--- config.mk ---
export PLATFORM = sky130hd
export DESIGN_NAME = mac_result_fifo_flat
export DESIGN_NICKNAME = d
export VERILOG_FILES = /design/src/rtl/mac_result_fifo_if.sv /design/src/rtl/mac_result_fifo.sv /design/src/flat_wrapper.sv
export SDC_FILE = /design/constraint.sdc
export NUM_CORES = 1
export LEC_CHECK = 0
export CORE_ASPECT_RATIO = 1.4
export CORE_UTILIZATION = 63
export CTS_CLUSTER_SIZE = 28
export DETAILED_ROUTE_END_ITERATION = 8
export GPL_ROUTABILITY_DRIVEN = 0
export PLACE_DENSITY = 0.85
export SYNTH_ARGS = -nofsm -noshare
export SYNTH_HDL_FRONTEND = slang
export SYNTH_SLANG_ARGS = --single-unit
--- constraint.sdc ---
create_clock -name clk -period 9.7 [get_ports clk]
set_input_delay 2.425 -clock clk [delete_from_list [all_inputs] [get_ports clk]]
set_output_delay 2.425 -clock clk [all_outputs]
set_load 0.02 [all_outputs]
--- src/rtl/mac_result_fifo_if.sv ---
// mac_result_fifo_if
// Bundles the push side (MAC results), the pop side (ready/valid drain) and
// the occupancy/loss status of the MAC result FIFO.
//   master : the environment; drives f_in/f_valid/out_ready, observes the rest
//   slave  : the FIFO itself
// Signals:
//   f_in, f_valid          accumulator value and its push strobe
//   out_data, out_sat      head-of-FIFO value and its saturation tag
//   out_valid, out_ready   drain handshake
//   count                  occupancy 0..DEPTH
//   overflow, drop_count   sticky loss flag and saturating drop counter
interface mac_result_fifo_if #(
  parameter int WIDTH = 28,
  parameter int DEPTH = 8
);
  logic [WIDTH-1:0]         f_in;
  logic                     f_valid;
  logic [WIDTH-1:0]         out_data;
  logic                     out_sat;
  logic                     out_valid;
  logic                     out_ready;
  logic [$clog2(DEPTH):0]   count;
  logic                     overflow;
  logic [7:0]               drop_count;

  modport master (
    output f_in, f_valid, out_ready,
    input  out_data, out_sat, out_valid, count, overflow, drop_count
  );

  modport slave (
    input  f_in, f_valid, out_ready,
    output out_data, out_sat, out_valid, count, overflow, drop_count
  );
endinterface

--- src/rtl/mac_result_fifo.sv ---
// mac_result_fifo
// Capture stage behind the saturating MAC. Every f_valid result is stored with
// a tag saying whether it sits on a saturation rail. The MAC cannot be
// stalled, so nothing here pushes back on it: when the FIFO is full and no pop
// frees a slot, the result is dropped and the loss is counted.
// Ports:
//   clk    rising-edge clock
//   reset  synchronous, active-high
//   bus    mac_result_fifo_if.slave (push, drain handshake, status)
module mac_result_fifo #(
  parameter int WIDTH = 28,
  parameter int DEPTH = 8
) (
  input  logic                clk,
  input  logic                reset,
  mac_result_fifo_if.slave    bus
);
  localparam int AW = $clog2(DEPTH);
  localparam int CW = AW + 1;

  localparam logic [WIDTH-1:0] SAT_MAX = {1'b0, {(WIDTH-1){1'b1}}};
  localparam logic [WIDTH-1:0] SAT_MIN = {1'b1, {(WIDTH-1){1'b0}}};

  // Each entry is {sat, value}.
  logic [WIDTH:0]  mem_q [DEPTH];

  logic [AW-1:0]   wr_ptr_q, wr_ptr_d;
  logic [AW-1:0]   rd_ptr_q, rd_ptr_d;
  logic [CW-1:0]   count_q, count_d;
  logic            overflow_q, overflow_d;
  logic [7:0]      drop_count_q, drop_count_d;

  logic            full;
  logic            pop;
  logic            push;
  logic            drop;
  logic            sat_in;

  assign full   = (count_q == CW'(DEPTH));
  assign pop    = (count_q != '0) && bus.out_ready;
  // A pop in the same cycle frees the slot, so a full FIFO still accepts.
  assign push   = bus.f_valid && (!full || pop);
  assign drop   = bus.f_valid && full && !pop;
  assign sat_in = (bus.f_in == SAT_MAX) || (bus.f_in == SAT_MIN);

  always_comb begin
    // NOTE: every combinational output gets a default first so no path leaves it unassigned (no latch).
    wr_ptr_d     = wr_ptr_q;
    rd_ptr_d     = rd_ptr_q;
    count_d      = count_q;
    overflow_d   = overflow_q;
    drop_count_d = drop_count_q;

    if (push) wr_ptr_d = wr_ptr_q + AW'(1);
    if (pop)  rd_ptr_d = rd_ptr_q + AW'(1);
    count_d = count_q + CW'(push) - CW'(pop);

    if (drop) begin
      overflow_d = 1'b1;
      if (drop_count_q != 8'hFF) drop_count_d = drop_count_q + 8'd1;
    end
  end

  // NOTE: sequential state uses non-blocking assignments so all registers update from pre-edge values.
  always_ff @(posedge clk) begin
    if (reset) begin
      wr_ptr_q     <= '0;
      rd_ptr_q     <= '0;
      count_q      <= '0;
      overflow_q   <= 1'b0;
      drop_count_q <= '0;
    end else begin
      wr_ptr_q     <= wr_ptr_d;
      rd_ptr_q     <= rd_ptr_d;
      count_q      <= count_d;
      overflow_q   <= overflow_d;
      drop_count_q <= drop_count_d;
    end
  end

  // NOTE: the storage array has no reset; validity is tracked by count_q, so clearing it would only cost logic.
  always_ff @(posedge clk) begin
    if (!reset && push) mem_q[wr_ptr_q] <= {sat_in, bus.f_in};
  end

  assign bus.out_data   = mem_q[rd_ptr_q][WIDTH-1:0];
  assign bus.out_sat    = mem_q[rd_ptr_q][WIDTH];
  assign bus.out_valid  = (count_q != '0);
  assign bus.count      = count_q;
  assign bus.overflow   = overflow_q;
  assign bus.drop_count = drop_count_q;
endmodule

--- src/flat_wrapper.sv ---
// flat-port wrapper written by rule: the top's interface ports become plain ports
module mac_result_fifo_flat 
#(
  parameter int WIDTH = 28,
  parameter int DEPTH = 8
)
  (clk, reset, bus_f_in, bus_f_valid, bus_out_ready, bus_out_data, bus_out_sat, bus_out_valid, bus_count, bus_overflow, bus_drop_count);
  mac_result_fifo_if #(.WIDTH(WIDTH), .DEPTH(DEPTH)) bus_i ();
  input  logic clk;
  input  logic reset;
  input wire logic [$bits(bus_i.f_in)-1:0] bus_f_in;
  input wire logic [$bits(bus_i.f_valid)-1:0] bus_f_valid;
  input wire logic [$bits(bus_i.out_ready)-1:0] bus_out_ready;
  output wire logic [$bits(bus_i.out_data)-1:0] bus_out_data;
  output wire logic [$bits(bus_i.out_sat)-1:0] bus_out_sat;
  output wire logic [$bits(bus_i.out_valid)-1:0] bus_out_valid;
  output wire logic [$bits(bus_i.count)-1:0] bus_count;
  output wire logic [$bits(bus_i.overflow)-1:0] bus_overflow;
  output wire logic [$bits(bus_i.drop_count)-1:0] bus_drop_count;
  assign bus_i.f_in = bus_f_in;
  assign bus_i.f_valid = bus_f_valid;
  assign bus_i.out_ready = bus_out_ready;
  assign bus_out_data = bus_i.out_data;
  assign bus_out_sat = bus_i.out_sat;
  assign bus_out_valid = bus_i.out_valid;
  assign bus_count = bus_i.count;
  assign bus_overflow = bus_i.overflow;
  assign bus_drop_count = bus_i.drop_count;
  mac_result_fifo #(.WIDTH(WIDTH), .DEPTH(DEPTH)) u_core (.clk(clk), .reset(reset), .bus(bus_i));
endmodule
After elaboration in Yosys (flattened, before gate mapping)

Memories as Yosys holds them, arrays and structs flattened. A register that Yosys moved wholly into a read port is not among the register bits.
Cells that the tools add are included.

Register bits: 19
Bits in writable memories: 232
Input port bits: 32
Output and inout port bits: 43
Logic and storage cells: 31
Memories: 1

Memory list:

| memory       | words | width | read ports | clocked after memory_dff | wr ports | line                  | text |
|---|---|---|---|---|---|---|---|
| u_core.mem_q | 8     | 29    | 1          | 1                        | 1        | mac_result_fifo.sv:25 | `logic [WIDTH:0] mem_q [DEPTH];` |

$add $sub $neg: 5
Equal/unequal tests: 4
Multiplexer cells: 4
Reductions and logical operators: 12

Operators with widths:

| cell                                             | count |
|---|---|
| == test 28 x 27 -> 1 bit (second input constant) | 1 |
| == test 28 bit (second input constant)           | 1 |
| adder 8 x 1 -> 8 bit (second input constant)     | 1 |
| != test 8 bit (second input constant)            | 1 |
| adder 3 x 1 -> 3 bit (second input constant)     | 2 |
| two-way mux 3 bit                                | 2 |
| logical AND 1 bit                                | 5 |
| adder 4 x 1 -> 4 bit                             | 1 |
| == test 4 bit (second input constant)            | 1 |
| nonzero test 4 bit                               | 1 |
| subtractor 4 x 1 -> 4 bit                        | 1 |
| zero test 1 bit                                  | 3 |
| logical OR 1 bit                                 | 2 |
| two-way mux 1 bit                                | 2 |
| AND reduction 2 bit                              | 1 |

Depth between registers and ports, before layout

Gate-level depths: netlist of the first run.

Word-level depth: 7
Depth in mapped cells: 12
Mapped depth without buffers: 12

Worst setup path before layout of the first run

No wires, ideal clock.

Path kind: input port to flip-flop
Start point: in bus_out_ready
End point: mem u_core.mem_q[0][0] (netlist name), enable pin
Setup time: 488 ps
Data arrival time: 5,802 ps
Data required time: 9,212 ps
Path slack: 3,410 ps
Stages on the path: 4
Buffers on the path: 0
Cell sequence: nand2b_1 -> a31oi_2 -> nand2b_1 -> nor4_1

Cells in the longest elaborated chain, start to end: 6

Ends and longest elaborated chain:

| what                                    | line                  | text |
|---|---|---|
| start: declaration                      | flat_wrapper.sv:13    | `input wire logic [$bits(bus_i.out_ready)-1:0] bus_out_ready;` |
| logical AND 1 bit                       | mac_result_fifo.sv:40 | `assign pop = (count_q != '0) && bus.out_ready;` |
| logical OR 1 bit                        | mac_result_fifo.sv:42 | `assign push = bus.f_valid && (!full \|\| pop);` |
| logical AND 1 bit                       | mac_result_fifo.sv:42 |  |
| logical AND 1 bit                       | mac_result_fifo.sv:83 | `if (!reset && push) mem_q[wr_ptr_q] <= {sat_in, bus.f_in};` |
| two-way mux 1 bit                       | mac_result_fifo.sv:83 |  |
| two-way mux 1 bit (not written as such) | mac_result_fifo.sv:83 |  |
| end: declaration                        | mac_result_fifo.sv:25 |  |

Every way passes these cells.

==> results of run 1 <==
[stage by stage]
step	setup WS (ps)	hold WS [ps]	cells	total power, mW	utilization (%)
2_1_floorplan	3410	462	483	1.77	-
3_3_place_gp	4440	460	744	1.95	70.6
3_5_place_dp	4260	475	744	1.98	70.6
4_1_cts	3900	490	785	2.85	75.2
5_1_grt	3780	531	785	2.93	75.2
6_report	3990	487	785	2.83	75.2
[worst max-delay path: stages, from the launching register on]
cell and delay (ps):
sky130_fd_sc_hd__dfxtp_4 560, sky130_fd_sc_hd__buf_4 730, sky130_fd_sc_hd__mux4_2 640, sky130_fd_sc_hd__mux2_2 300, sky130_fd_sc_hd__clkdlybuf4s50_1 540
[final timing paths]
kind                             from             endpoint
hold / removal    u_core.bus.overflow  u_core.bus.overflow
setup / recovery             register      bus_out_data[6]
setup reg to reg  u_core.bus.count[3]  u_core.mem_q[2][20]
hold reg to reg   u_core.bus.overflow  u_core.bus.overflow
[report_power, final]
| part | internal [mW] | switching, mW | leakage [nW] |
|---|---|---|---|
| clock | 0.516 | 0.364 | 0.351 |
| combinational | 0.365 | 0.309 | 1.08 |
| sequential | 1.24 | 0.0402 | 2.28 |
[layout make-up]
type / count / area, um^2
inverter: 9 / 33.8
clock inverter: 10 / 119
clock buffer: 31 / 606
sequential: 254 / 7410
timing repair buffer: 86 / 831
fill: 835 / 3870
tap: 196 / 245
multi-input combinational: 199 / 2490
[synth_stat cells, drive strengths merged (2+ instances only)]
master / instances / area share, %
a21oi: 13 / 0.65
and4: 2 / 0.17
buf: 12 / 1.1
clkbuf: 9 / 0.34
dfxtp: 22 / 4.4
edfxtp: 232 / 69
ha: 9 / 1.1
inv: 9 / 0.34
mux2: 29 / 4.0
mux4: 58 / 13
nand2: 6 / 0.22
nand2b: 4 / 0.25
nand3: 6 / 0.30
nand3b: 2 / 0.15
nand4: 9 / 0.56
nor2: 16 / 0.67
nor2b: 3 / 0.19
nor3: 5 / 0.25
nor4: 10 / 0.62
o21ai: 3 / 0.15
o31ai: 3 / 0.22
or3: 2 / 0.12
or4: 2 / 0.15
xnor2: 2 / 0.17
xor2: 2 / 0.17
[cells by family (layout without fill, tap and decap cells)]
logic type	after synthesis	in the layout	synth area share, %
compound gates	25	25	1.56
fa+ha+maj	10	10	1.32
xor+xnor	4	4	0.349
simple gates	72	72	4.09
buf+inv	30	136	1.78
mux	88	88	17.1
flops	254	254	73.8
[layer usage]
metal	part of all wire, %	global-route usage [%]	wire length [um]
met4	3.1	11.6	623
met3	6.1	3.61	1220
met5	0	0	0
met2	54	44.9	10900
met1	37	31.1	7320
[state kept, by name, indices dropped and copies added (netlist names), named ones only]
name	count
u_core.rd_ptr_q	3
u_core.bus.overflow	1
u_core.bus.count	4
u_core.mem_q	232
u_core.bus.drop_count	8
u_core.wr_ptr_q	3
==> qor.txt, run 1 <==
CTS sink cnt: 254
Final HPWL DP: 11400 um
clk_skew: 7.98 ps
final WL: 20000 um
number of synthesized register bits: 254
routed via count: 5104
register area share after synthesis: 73.8%
post-detailed-route wirelength per cell: 25.5 um
average size of a mapped cell: 20.8 um^2
IR Drop Worst-Case VDD: 0.201 mV
result of the run: completed
Post-DRT Antenna Nets: 0
via count normalized by instance count: 6.50
maximum clock path buffer count: 3
antenna violations before repair: 0
first-iteration detailed-routing DRC count: 363
clock buffer count from CTS: 23
leakage power of the design: 3.70 nW
Die W: 109 um
Pwr per Cell Area: 241 mW/mm^2
placement-stage cell area: 0.0110 mm^2
first-pass GRT wire length: 30100 um
pin count of the biggest net entering global routing: 59
setup repair after global routing missed its margin: no
number of global-route vias before repair: 5421
pin slew with the least headroom to its limit: 1110 ps
nets@finish: 615
final number of setup-violating endpoints: 0
CTS tree: done
Hold Crit Depth: 2
post-route design area: 0.0117 mm^2
number of different library cells in the post-synthesis netlist: 42
timing-limited maximum frequency: 175 MHz
commonest register cell after synthesis: sky130_fd_sc_hd__edfxtp_1
Inserted Diodes: 0
register-to-register path setup slack: 6590 ps
Period Utilization, post-route: 58.9%
Port Buffer Count: 74
shortest period the worst path allows: 5710 ps
synth-to-layout area growth: 16.9%
async set or reset register ratio after synthesis: 0%
total global routing track utilization: 25.5%
worst slew margin relative to its limit: 25.7%
critical path class: register to output port
initial core utilization: 64.3%
most common library cell in the layout ignoring fill and taps: sky130_fd_sc_hd__edfxtp_1
depth of the CTS H-tree: 1
CTS root buffer: sky130_fd_sc_hd__clkbuf_16
number of enable-type register cells in the synthesized netlist: 232
Yosys Warn Count: 0
top library cells by usage in the layout, fill and taps aside: sky130_fd_sc_hd__edfxtp_1, sky130_fd_sc_hd__clkdlybuf4s50_1, sky130_fd_sc_hd__mux4_2, sky130_fd_sc_hd__clkbuf_16, sky130_fd_sc_hd__mux2_4
sum of overflow across all layers after global routing: 0
PostCTS Resize Cnt: 0
Clock transition at path regs: 70 ps
num rows: 54
MaxCap Viol Count: 0
I/O pin count: 75
post-synth design cell area: 0.0100 mm^2
class of the worst hold path: register to register
Std-Cell Core Area: 0.0156 mm^2
worst skew pair latency: 490 ps
DR pass1 iterations: 5
proportion of layout cells with a drive suffix above 1: 24.1%
Post-Synthesis Net Count: 525
worst reg-to-reg path cell count: 7
CP Data Arrival Time: 3290 ps
Data required, critical path: 7280 ps
CTS hold repair buffers: 0
element type at the critical path end: output port
Chip Height: 151 um
Final Slew Violations: 0
remaining routing DRC violations: 0
Final Hold Viols: 0
Critical Path Fanout Max: 42
startpoint kind of the worst setup timing path: register
final-layout setup total negative slack: 0 ps
total setup buffers inserted after CTS: 0
Post-Synthesis Cells: 483
die outline area: 0.0165 mm^2
(Power assumes the default switching activity.)
==> run 2: changes to the inputs <==
--- a/config.mk
+++ b/config.mk
@@ -6,11 +6,11 @@
 export NUM_CORES = 1
 export LEC_CHECK = 0
 export CORE_ASPECT_RATIO = 1.4
-export CORE_UTILIZATION = 63
+export CORE_UTILIZATION = 58
 export CTS_CLUSTER_SIZE = 28
 export DETAILED_ROUTE_END_ITERATION = 8
 export GPL_ROUTABILITY_DRIVEN = 0
-export PLACE_DENSITY = 0.85
+export PLACE_DENSITY = 0.79
 export SYNTH_ARGS = -nofsm -noshare
 export SYNTH_HDL_FRONTEND = slang
 export SYNTH_SLANG_ARGS = --single-unit
==> constraint.sdc (replaced) <==
create_clock -name clk -period 5.6 [get_ports clk]
set_input_delay 1.4 -clock clk [delete_from_list [all_inputs] [get_ports clk]]
set_output_delay 1.4 -clock clk [all_outputs]
set_load 0.02 [all_outputs]
==> run 2 against run 1 <==
  * Via count fell by 3.6%
  * Worst hold slack improved by 1.1 ps
  * First-iteration DRC count fell by 10%
  * Combinational power rose by 60%
  * Sequential power rose by 78%
  * Utilization fell by 4.8 points
  * Clock skew rose by 4.0 ps
  * Sequential share of layout area fell by 0.54 points
  * Die area rose by 8.5%
  * Critical path type unchanged
  * Largest power group unchanged
  * Highest routed layer unchanged
==> qor.txt, run 2 (synthesized netlist as in run 1, its figures left out) <==
initial core utilization: 59.7% (-4.6 points)
nets@finish: 613 (-0.33%)
Port Buffer Count: 74 (unchanged)
most common library cell in the layout ignoring fill and taps: sky130_fd_sc_hd__edfxtp_1
depth of the CTS H-tree: 1 (unchanged)
setup repair after global routing missed its margin: no
Seq pwr share: 45.9% (+0.8 points)
number of global-route vias before repair: 5150 (-5.0%)
Clock transition at path regs: 70 ps (about the same)
shortest period the worst path allows: 4430 ps
clk_skew: 12.0 ps (+4.02 ps)
antenna violations before repair: 0 (unchanged)
synth-to-layout area growth: 18.0%
Switching Power: 1.25 mW (+75%)
startpoint of the most critical register-to-register path: u_core.bus.count[2]
remaining routing DRC violations: 0 (unchanged)
total global routing track utilization: 21.5% (-4.0 points)
proportion of layout cells with a drive suffix above 1: 26.2% (+2.1 points)
PostCTS Resize Cnt: 0 (unchanged)
post-detailed-route wirelength per cell: 23.5 um (-8.1%)
Data required, critical path: 4200 ps (-3080 ps)
Post-DRT Antenna Nets: 0 (unchanged)
Largest register FFs: 232 (unchanged)
CTS root buffer: sky130_fd_sc_hd__clkbuf_16
class of the worst hold path: register to register
total setup buffers inserted after CTS: 0 (unchanged)
I/O pin count: 75 (unchanged)
pin count of the biggest net entering global routing: 59 (unchanged)
MaxCap Viol Count: 0 (unchanged)
register containing the most flip-flops in the final layout: u_core.mem_q
Chip Height: 158 um (+4.2%)
die outline area: 0.0178 mm^2 (+8.5%)
worst slew margin relative to its limit: 27.5% (+1.8 points)
Critical Path Fanout Max: 38 (-9.5%)
startpoint kind of the worst setup timing path: register
Inserted Diodes: 0 (unchanged)
clock group share of total power: 32.5% (+1.4 points)
first-iteration detailed-routing DRC count: 326 (-10%)
first-pass GRT wire length: 28300 um (-5.8%)
timing-limited maximum frequency: 226 MHz
CP Data Arrival Time: 3030 ps (-260 ps)
critical path endpoint: bus_out_sat
logic gate share of total power: 21.6% (-2.2 points)
number of fillers in the final layout: 1021 (+22%)
num rows: 56 (+3.7%)
Period Utilization, post-route: 79.1%
critical path class: register to output port
CTS hold repair buffers: 0 (unchanged)
result of the run: completed
final-layout setup total negative slack: 0 ps (unchanged)
Pwr per Cell Area: 420 mW/mm^2 (+74%)
top library cells by usage in the layout, fill and taps aside: sky130_fd_sc_hd__edfxtp_1, sky130_fd_sc_hd__clkdlybuf4s50_1, sky130_fd_sc_hd__mux4_2, sky130_fd_sc_hd__clkbuf_16, sky130_fd_sc_hd__mux2_4
via count normalized by instance count: 6.22 (-4.4%)
DR pass1 iterations: 4 (-1)
worst skew pair latency: 500 ps (about the same)
CTS tree: done
post-route core utilization: 70.4% (-4.8 points)
sum of overflow across all layers after global routing: 0 (unchanged)
pin slew with the least headroom to its limit: 1090 ps (-27.5 ps)
routed via count: 4919 (-3.6%)
leakage power of the design: 3.76 nW (+1.4%)
Std-Cell Core Area: 0.0168 mm^2 (+7.7%)
Switching Share: 25.0% (-0.14 points)
Cell Int Power: 3.73 mW (+76%)
clock buffer count from CTS: 23 (unchanged)
maximum clock path buffer count: 3 (unchanged)
final WL: 18600 um (-7.4%)
Final Slew Violations: 0 (unchanged)
Die W: 113 um (+4.1%)
final-layout worst hold slack: 488 ps (+1.07 ps)
Final HPWL DP: 10500 um (-7.9%)
Final Worst Setup Slack: 1170 ps (-2810 ps)
reg2reg end: u_core.mem_q[0][7]
worst reg-to-reg path cell count: 7 (unchanged)
Design Power: 4.98 mW (+76%)
register-to-register path setup slack: 3020 ps (-3570 ps)
element type at the critical path end: output port
post-placement setup slack: 1630 ps (-2630 ps)
final number of setup-violating endpoints: 0 (unchanged)
CTS sink cnt: 254 (unchanged)
IR Drop Worst-Case VDD: 0.349 mV (+74%)
Final Hold Viols: 0 (unchanged)
[run 2: layout make-up]
type / instances / area (um^2) / share of cell area [%]
flip-flops and latches: 254 / 7420 / 62.6
repair buffers: 84 / 828 / 6.99
clock inverters: 10 / 65.1 / 0.549
well taps: 203 / 254 / 2.14
multi-input cells: 199 / 2490 / 21.0
clock buffers: 32 / 756 / 6.38
inverters: 9 / 33.8 / 0.285
[run 2: power groups by stage]
stage	combinational, mW	sequential (mW)	clock, mW
2_1_floorplan	0.847	2.23	0
3_3_place_gp	1.06	2.33	0
3_5_place_dp	1.08	2.33	0
4_1_cts	1.09	2.29	1.64
5_1_grt	1.15	2.31	1.71
6_report	1.08	2.28	1.62
[run 2: how the worst min path moves through the flow]
stage	from	end	slack [ps]	cells past startpoint
2_1_floorplan	u_core.rd_ptr_q[1]	register	460	2
3_3_place_gp	u_core.bus.overflow	u_core.bus.overflow	450	2
3_5_place_dp	u_core.bus.overflow	u_core.bus.overflow	470	2
4_1_cts	u_core.bus.overflow	u_core.bus.overflow	490	2
5_1_grt	u_core.bus.overflow	u_core.bus.overflow	520	2
6_report	u_core.bus.overflow	u_core.bus.overflow	490	2
[run 2: layer usage]
layer	up-vias	track usage [%]	part of all wire (%)
met5	-	0	0
met4	0	9.52	2.5
met3	41	3.79	7.6
met2	197	37.7	52
met1	2512	26.4	38
li1	2169	-	-
[run 2: per-stage QoR]
step	cell area, um^2	cells
2_1_floorplan	10000	483
3_3_place_gp	11000	749
3_5_place_dp	11000	749
4_1_cts	11800	791
5_1_grt	11800	791
6_report	11800	791
[run 2: critical path, stage by stage (launching register included)]
cell	delay, ps
sky130_fd_sc_hd__dfxtp_4	850
sky130_fd_sc_hd__buf_12	290
sky130_fd_sc_hd__mux4_2	530
sky130_fd_sc_hd__mux2_2	280
sky130_fd_sc_hd__clkdlybuf4s50_1	550
==> run 3: changes to the inputs <==
==> constraint.sdc (replaced) <==
create_clock -name clk -period 4.45 [get_ports clk]
set_input_delay 1.1125 -clock clk [delete_from_list [all_inputs] [get_ports clk]]
set_output_delay 1.1125 -clock clk [all_outputs]
set_load 0.02 [all_outputs]
==> run 3 against run 2 <==
  * Worst hold slack improved by 8.8 ps
  * Final cell count rose by 0.63%
  * Flip-flop and latch count did not move
  * Utilization rose by 0.13 points
  * Highest routed layer unchanged
==> qor.txt, run 3 (synthesized netlist as in run 1, its figures left out) <==
CTS tree: done
count of non-filler cells in the finished layout: 796 (+0.63%)
critical path class: register to output port
Clock transition at path regs: 60 ps (about the same)
Std-Cell Core Area: 0.0168 mm^2 (unchanged)
Post-DRT Antenna Nets: 0 (unchanged)
startpoint kind of the worst setup timing path: register
first-iteration detailed-routing DRC count: 394 (+21%)
register-to-register path setup slack: 1820 ps (-1200 ps)
I/O pin count: 75 (unchanged)
element type at the critical path end: output port
area taken by flip-flops and latches: 0.00741 mm^2 (about the same)
class of the worst hold path: register to register
routed via count: 4884 (-0.71%)
DR pass1 iterations: 5 (+1)
clock buffer count from CTS: 23 (unchanged)
Chip Height: 158 um (unchanged)
Final Slew Violations: 0 (unchanged)
logic gate share of total power: 23.7% (+2.1 points)
most common library cell in the layout ignoring fill and taps: sky130_fd_sc_hd__edfxtp_1
clock group share of total power: 30.4% (-2.1 points)
pin slew with the least headroom to its limit: 847 ps (-240 ps)
post-route design area: 0.0119 mm^2 (+0.18%)
Die W: 113 um (unchanged)
final-layout setup total negative slack: 0 ps (unchanged)
depth of the CTS H-tree: 1 (unchanged)
chain of cells forming the critical path: buf_12, mux4_2, mux2_2, clkdlybuf4s50_1
Switching Share: 25.4% (+0.35 points)
IR Drop Worst-Case VDD: 0.433 mV (+24%)
initial core utilization: 59.7% (unchanged)
total instance count after detailed placement: 756 (+0.93%)
shortest period the worst path allows: 3990 ps
MaxCap Viol Count: 0 (unchanged)
buffers and inverters on the worst path: 2 (unchanged)
pin count of the biggest net entering global routing: 38 (-36%)
nets@finish: 620 (+1.1%)
total global routing track utilization: 23.1% (+1.6 points)
final number of setup-violating endpoints: 0 (unchanged)
CTS hold repair buffers: 0 (unchanged)
via count normalized by instance count: 6.14 (-1.3%)
largest stage delay on the critical path: 700 ps (-150 ps)
antenna violations before repair: 0 (unchanged)
Period Utilization, post-route: 89.7%
Critical Path Fanout Max: 26 (-32%)
CTS root buffer: sky130_fd_sc_hd__clkbuf_16
post-detailed-route wirelength per cell: 24.7 um (+5.2%)
register containing the most flip-flops in the final layout: u_core.mem_q
worst slew margin relative to its limit: 43.5% (+16 points)
result of the run: completed
Final HPWL DP: 11800 um (+12%)
synth-to-layout area growth: 18.2%
setup repair after global routing missed its margin: no
Cell Int Power: 4.59 mW (+23%)
slowest stage cell, crit path: sky130_fd_sc_hd__dfxtp_4
Largest register FFs: 232 (unchanged)
worst skew pair latency: 500 ps (about the same)
Final Hold Viols: 0 (unchanged)
Inserted Diodes: 0 (unchanged)
proportion of layout cells with a drive suffix above 1: 25.5% (-0.73 points)
placement-stage cell area: 0.0112 mm^2 (+1.2%)
total setup buffers inserted after CTS: 0 (unchanged)
number of global-route vias before repair: 5336 (+3.6%)
final WL: 19700 um (+5.9%)
timing-limited maximum frequency: 251 MHz
num rows: 56 (unchanged)
maximum clock path buffer count: 3 (unchanged)
sum of overflow across all layers after global routing: 0 (unchanged)
top library cells by usage in the layout, fill and taps aside: sky130_fd_sc_hd__edfxtp_1, sky130_fd_sc_hd__clkdlybuf4s50_1, sky130_fd_sc_hd__mux4_2, sky130_fd_sc_hd__clkbuf_16, sky130_fd_sc_hd__mux2_4
first-pass GRT wire length: 30200 um (+6.8%)
clk_skew: 17.6 ps (+5.58 ps)
CTS sink cnt: 254 (unchanged)
Seq pwr share: 45.9% (about the same)
Data required, critical path: 3340 ps (-860 ps)
leakage power of the design: 3.75 nW (-0.18%)
remaining routing DRC violations: 0 (unchanged)
number of fillers in the final layout: 1021 (unchanged)
die outline area: 0.0178 mm^2 (unchanged)
Switching Power: 1.56 mW (+25%)
crit-path leading delay family: buffers and inverters
Pwr per Cell Area: 519 mW/mm^2 (+23%)
PostCTS Resize Cnt: 0 (unchanged)
Port Buffer Count: 74 (unchanged)
Design Power: 6.16 mW (+24%)
CP Data Arrival Time: 2880 ps (-150 ps)
total area of multi-input combinational cells: 0.00251 mm^2 (+0.70%)
run 3: changes by cell type in the layout (fill, tap and decap cells not counted):
cell	before	now
sky130_fd_sc_hd__clkinv_2	5	4
sky130_fd_sc_hd__inv_4	1	0
sky130_fd_sc_hd__buf_4	9	11
sky130_fd_sc_hd__nor4_4	0	2
sky130_fd_sc_hd__bufinv_16	0	2
sky130_fd_sc_hd__buf_12	1	6
sky130_fd_sc_hd__clkbuf_8	4	0
sky130_fd_sc_hd__dfxtp_2	1	2
sky130_fd_sc_hd__nor4_2	2	0
sky130_fd_sc_hd__clkinv_1	0	4
sky130_fd_sc_hd__clkbuf_16	28	23
sky130_fd_sc_hd__clkinvlp_4	1	0
sky130_fd_sc_hd__clkbuf_1	0	4
sky130_fd_sc_hd__dfxtp_4	2	1
run 3: worst min-delay path, stage by stage (launching register included):
cell,delay [ps]
sky130_fd_sc_hd__dfxtp_1,340
sky130_fd_sc_hd__nor2_1,50
sky130_fd_sc_hd__nor2_1,80
run 3: power by group through the flow:
stage / clock network, mW / registers (mW) / logic [mW]
6_report: 1.87 / 2.83 / 1.46
5_1_grt: 1.98 / 2.85 / 1.55
4_1_cts: 1.90 / 2.83 / 1.48
3_5_place_dp: 0 / 2.88 / 1.46
3_3_place_gp: 0 / 2.88 / 1.43
2_1_floorplan: 0 / 2.80 / 1.07
run 3: layout make-up:
cell class	count	area share, %
flip-flops and latches	254	62.5
multi-input cells	199	21.1
clock inverters	13	1.02
well taps	203	2.14
inverters	9	0.285
repair buffers	91	7.95
clock buffers	27	4.98
run 3: worst paths after layout:
check / from / end / cells past startpoint
worst max-delay path: register / bus_out_data[6] / 4
worst max register to register: u_core.bus.count[2] / u_core.mem_q[0][27] / 7
worst min register to register: u_core.bus.overflow / u_core.bus.overflow / 2
worst min-delay path: u_core.bus.overflow / u_core.bus.overflow / 2
run 3: stage by stage:
stage / hold slack (ps) / setup slack [ps] / utilization [%]
final: 496 / 460 / 70.6
after global routing: 529 / 324 / 70.6
after CTS: 504 / 386 / 70.6
after detailed placement: 490 / 864 / 66.3
after global placement: 454 / 960 / 66.3
after floorplan: 462 / 249 / -
run 3: per-layer routing:
layer | up-vias | wire length [um] | global-route usage, %
li1 | 2185 | - | -
met1 | 2508 | 7580 | 29.1
met2 | 158 | 10600 | 41.4
met3 | 33 | 957 | 2.99
met4 | 0 | 488 | 8.27
met5 | - | 0 | 0
==> RTL change 1: new RTL, config.mk and constraints of run 2 <==
`WIDTH` is set to 28 in 3 places; all go to 42.
--- a/src/rtl/mac_result_fifo_if.sv
+++ b/src/rtl/mac_result_fifo_if.sv
@@ -11,5 +11,5 @@
 //   overflow, drop_count   sticky loss flag and saturating drop counter
 interface mac_result_fifo_if #(
-  parameter int WIDTH = 28,
+  parameter int WIDTH = 42,
   parameter int DEPTH = 8
 );
--- a/src/rtl/mac_result_fifo.sv
+++ b/src/rtl/mac_result_fifo.sv
@@ -9,5 +9,5 @@
 //   bus    mac_result_fifo_if.slave (push, drain handshake, status)
 module mac_result_fifo #(
-  parameter int WIDTH = 28,
+  parameter int WIDTH = 42,
   parameter int DEPTH = 8
 ) (
--- a/src/flat_wrapper.sv
+++ b/src/flat_wrapper.sv
@@ -2,5 +2,5 @@
 module mac_result_fifo_flat 
 #(
-  parameter int WIDTH = 28,
+  parameter int WIDTH = 42,
   parameter int DEPTH = 8
 )
Interface: changed (resized bus_f_in and bus_out_data); port bits go from 75 to 103. The function was not compared with the original's and may differ.
==> RTL change 1 against run 2 <==
  * Critical path depth unchanged
  * Via count up 41%
  * Synthesized area up 44%
  * Non-clock buffer count up 35
  * Routed wire length up 55%
  * Critical path type unchanged
  * Power up 44%
  * Sequential cell count up 112
  * Setup slack worse by 0.23 ns
  * Clock power up 46%
  * Count of clock-buffer cells in the layout up 6
  * Design area up 43%
==> RTL change 1: results (changes against run 2) <==
status:
  status: "complete, no violations"
worst_hold_path:
  hp-start: "u_core.bus.overflow$_SDFFE_PP0P_"
  whs_path_depth: 2  # unchanged
logic_synthesis:
  synth_area_leaders: "edfxtp_1 72%, mux4_2 13%, mux2_4 4.2%"
  synth_fa_ha_area_share_pct: 0.8334  # -0.49 points
  synth_top_family_by_area: "multiplexers"
  synth.distinct_cells: 44  # +4.8%
  synth-compound-area-share_pct: 1.050  # -0.51 points
  muxShareOfSynthArea_pct: 17.99  # +0.87 points
  synth-xor-area-share_pct: 0.3038  # -0.045 points
  yosysSeqAreaShare_pct: 74.73  # +0.94 points
  ys.warnings.count: 0  # unchanged
  async_reset_ff_share_pct: 0  # unchanged
  synth-edff-count: 344  # +48%
  synthTopCellsByCount: "344 x edfxtp_1, 83 x mux4_2, 40 x mux2_4, 22 x dfxtp_1, 15 x nor4_1"
  syn_nets: 712  # +36%
critical_path:
  path_max_fanout: 39  # +2.6%
  cp_top_family: "buffers and inverters"
  crit_end: "bus_out_data[36]"
  reg2reg_from: "u_core.bus.count[2]$_SDFF_PP0_"
  crit_arrival_ns: 3.26  # +0.23 ns
  rrSetupSlack_ns: 2.69  # -0.33 ns
  reg2reg_to: "u_core.mem_q[2][15]$_DFFE_PP_"
timing:
  finClkSkew_ns: 0.01578  # +0.003777 ns
  worstMarginPinSlew_ns: 1.042  # -0.04507 ns
  holdWs_ns: 0.4912  # +0.003560 ns
  period_share_pct: 83.24  # +4.2 points
route:
  avgViaCountPerCell: 6.229  # +0.17%
  wl_per_cell_microns: 25.83  # +10%
  drtIter0Drc: 700  # +110%
  dr.pass1.iters: 6  # +2
power_and_ir_drop:
  p_clk_mw: 2.37  # +46%
  p_int_mw: 5.404  # +45%
  p_leak_nw: 5.330  # +42%
  ir_worst_vdd_uv: 363.1  # +3.9%
  totalPowerFinal_mw: 7.168  # +44%
  p_seq_mw: 3.24  # +42%
cells_and_area:
  largest_register_ffs: 344  # +48%
  final_nets: 832  # +36%
  n_fill_cell: 1427  # +40%
  drive_gt1_share_pct: 26.56  # +0.37 points
  top_register: "u_core.mem_q"
global_routing:
  antenna_found_initial: 1  # +1
  grt_pass1_vias: 7511  # +46%
  grt_use_total_pct: 23.48  # +2.0 points
  grt_max_degree: 49  # -17%
  grt_first_pass_wirelength_microns: 43580  # +54%
place:
  portBuffers: 102  # +38%
  dp_hpwl_microns: 16020  # +52%
  pre_cts_ws_ns: 1.431  # -0.1952 ns
clocking:
  cts_setup_buffers: 0  # unchanged
  clk_pin_slew_ns: 0.07  # about the same
  cts_made_buffers: 31  # +35%
  cts_resized: 0  # unchanged
  clk_latency_ns: 0.57  # +0.07 ns
  cts_buffer_depth: 3  # unchanged
==> RTL change 1: metal layers <==
layer,routed length (microns),share of wire [%],GRT usage [%]
met1,10550,37,28.70
met2,15790,55,42.39
met3,1704,5.9,3.471
met4,702,2.4,7.908
met5,0,0,0
==> RTL change 1: cell type report <==
cell class,count,share of cell area [%]
inverters,7,0.1549
diodes,1,0.01476
multi-input cells,252,20.46
repair buffers,119,6.773
flip-flops and latches,366,63.57
clock buffers,38,4.907
clock inverters,20,1.837
well taps,310,2.287
==> RTL change 1: through the flow <==
| step | std cells | TNS, ns | cell area [sq um] |
|---|---|---|---|
| after global placement | 1054 | 0 | 15810 |
| after CTS | 1112 | 0 | 16960 |
| after global routing | 1113 | 0 | 16960 |
| after detailed placement | 1054 | 0 | 15810 |
| final | 1113 | 0 | 16960 |
| after floorplan | 657 | -94.52 | 14440 |
==> RTL change 2: new RTL, config.mk and constraints of run 2 <==
Made on the original files. One comparison of `count_q` changes from == to >=.
--- a/src/rtl/mac_result_fifo.sv
+++ b/src/rtl/mac_result_fifo.sv
@@ -37,5 +37,5 @@
   logic            sat_in;
 
-  assign full   = (count_q == CW'(DEPTH));
+  assign full   = (count_q >= CW'(DEPTH));
   assign pop    = (count_q != '0) && bus.out_ready;
   // A pop in the same cycle frees the slot, so a full FIFO still accepts.
Formal check against the unedited RTL: same outputs for any inputs over 4 cycles, from zero or initial values and one cycle with reset high; that may be too few to reach the edited logic, so the function may still have changed.
==> RTL change 2 against run 2 <==
  * Design area hardly changed
  * Via count is 2.6% higher
  * Clock power is 7% lower
  * Setup slack worse by 0.0098 ns
  * Routed wire length is 3.5% higher
  * Sequential cell count stayed put
  * Synthesized area is 0.66% higher
  * Worst hold slack worse by 0.040 ns
  * Critical path depth stayed put
  * Power hardly changed
==> RTL change 2: results (changes against run 2) <==
status:
  status: "complete, no violations"
cells_and_area:
  multi_input_gates: 203  # +2.0%
  seq_area_share_pct: 62.55  # -0.074 points
  n_sequential_cell: 254  # unchanged
  multiInputGateArea_sq_um: 2541  # +2.1%
  clock_area_share_pct: 6.165  # -0.77 points
  final_nets: 620  # +1.1%
  area_growth_pct: 17.30
  buf_share_pct: 6.988  # about the same
  n_fill_cell: 1031  # +0.98%
  inv_count: 13  # +4
  stdcell_count: 827  # +4.6%
  drive_gt1_share_pct: 22.52  # -3.7 points
route:
  avgViaCountPerCell: 6.103  # -1.9%
  wl_per_cell_microns: 23.23  # -1.0%
  dr.pass1.iters: 5  # +1
  drtIter0Drc: 379  # +16%
timing:
  finClkSkew_ns: 0.01195  # -0.00005290 ns
  holdWs_ns: 0.4474  # -0.04023 ns
  worstMarginPinSlew_ns: 1.096  # +0.008573 ns
global_routing:
  grt_use_total_pct: 22.08  # +0.57 points
  grt_max_degree: 40  # -32%
  grt_first_pass_wirelength_microns: 29200  # +3.1%
  grt_pass1_vias: 5363  # +4.1%
power_and_ir_drop:
  swShare_pct: 25.42  # +0.37 points
  p_leak_nw: 3.743  # -0.41%
  clkPwrFrac_pct: 30.4  # -2.1 points
  ir_worst_vdd_uv: 329.9  # -5.6%
  p_clk_mw: 1.51  # -7%
critical_path:
  path_max_fanout: 39  # +2.6%
  rrSetupSlack_ns: 2.83  # -0.19 ns
  crit_arrival_ns: 3.04  # about the same
  reg2reg_to: "u_core.mem_q[7][6]$_DFFE_PP_"
logic_synthesis:
  muxShareOfSynthArea_pct: 17.31  # +0.20 points
  synth-xor-area-share_pct: 0.3467  # -0.0023 points
  synthFlopType: "edfxtp_1"
  synth_fa_ha_area_share_pct: 1.189  # -0.13 points
  synth_area_per_cell_sq_um: 20.54  # -1.2%
  synth-compound-area-share_pct: 1.882  # +0.32 points
  synthTopCellsByCount: "232 x edfxtp_1, 50 x mux4_2, 22 x dfxtp_1, 20 x mux2_4, 14 x nor2_1"
  syn_nets: 533  # +1.5%
  yosysSeqAreaShare_pct: 73.30  # -0.48 points
  synth_area_leaders: "edfxtp_1 69%, mux4_2 11%, dfxtp_1 4.4%"
  synth.distinct_cells: 46  # +9.5%
place:
  dpl.cell_count: 786  # +4.9%
  placed_cell_area_sq_um: 11120  # +0.85%
  dp_hpwl_microns: 11300  # +7.3%
  pre_cts_ws_ns: 1.459  # -0.1672 ns
clocking:
  cts_root_buf: "clkbuf_16"
  cts_buffer_depth: 3  # unchanged
  cts_setup_buffers: 0  # unchanged
floorplanning:
  die_w_microns: 113.6  # +0.33%
==> RTL change 2: changes by cell type after synthesis, sizes merged, moves of 3 or more <==
cell	change
a21oi	-3
inv	+3
nand2b	-3
nand3	+5
==> RTL change 2: worst max-delay path, stage by stage, from the launching register on <==
cell             delay [ns]
dfxtp_4                0.85
buf_12                 0.29
mux4_2                 0.57
mux2_2                 0.28
clkdlybuf4s50_1        0.54
==> RTL change 2: worst max path at each step <==
stage | from | end | slack, ns
floorplan | bus_out_ready | u_core.mem_q[0][0]$_DFFE_PP_ | 0.16
global placement | reset | u_core.mem_q[3][0]$_DFFE_PP_ | 1.56
detailed placement | reset | u_core.mem_q[3][0]$_DFFE_PP_ | 1.46
CTS | register | bus_out_data[23] | 1.08
global route | register | bus_out_data[23] | 0.97
finish | register | bus_out_data[2] | 1.16
==> RTL change 2: metal layers <==
layer,vias to the layer above,GRT usage [%],part of all wire [%]
met1,2610,26.93,38
met5,-,0,0
li1,2217,-,-
met3,31,2.910,5.4
met2,189,40.77,54
met4,0,6.892,2.2
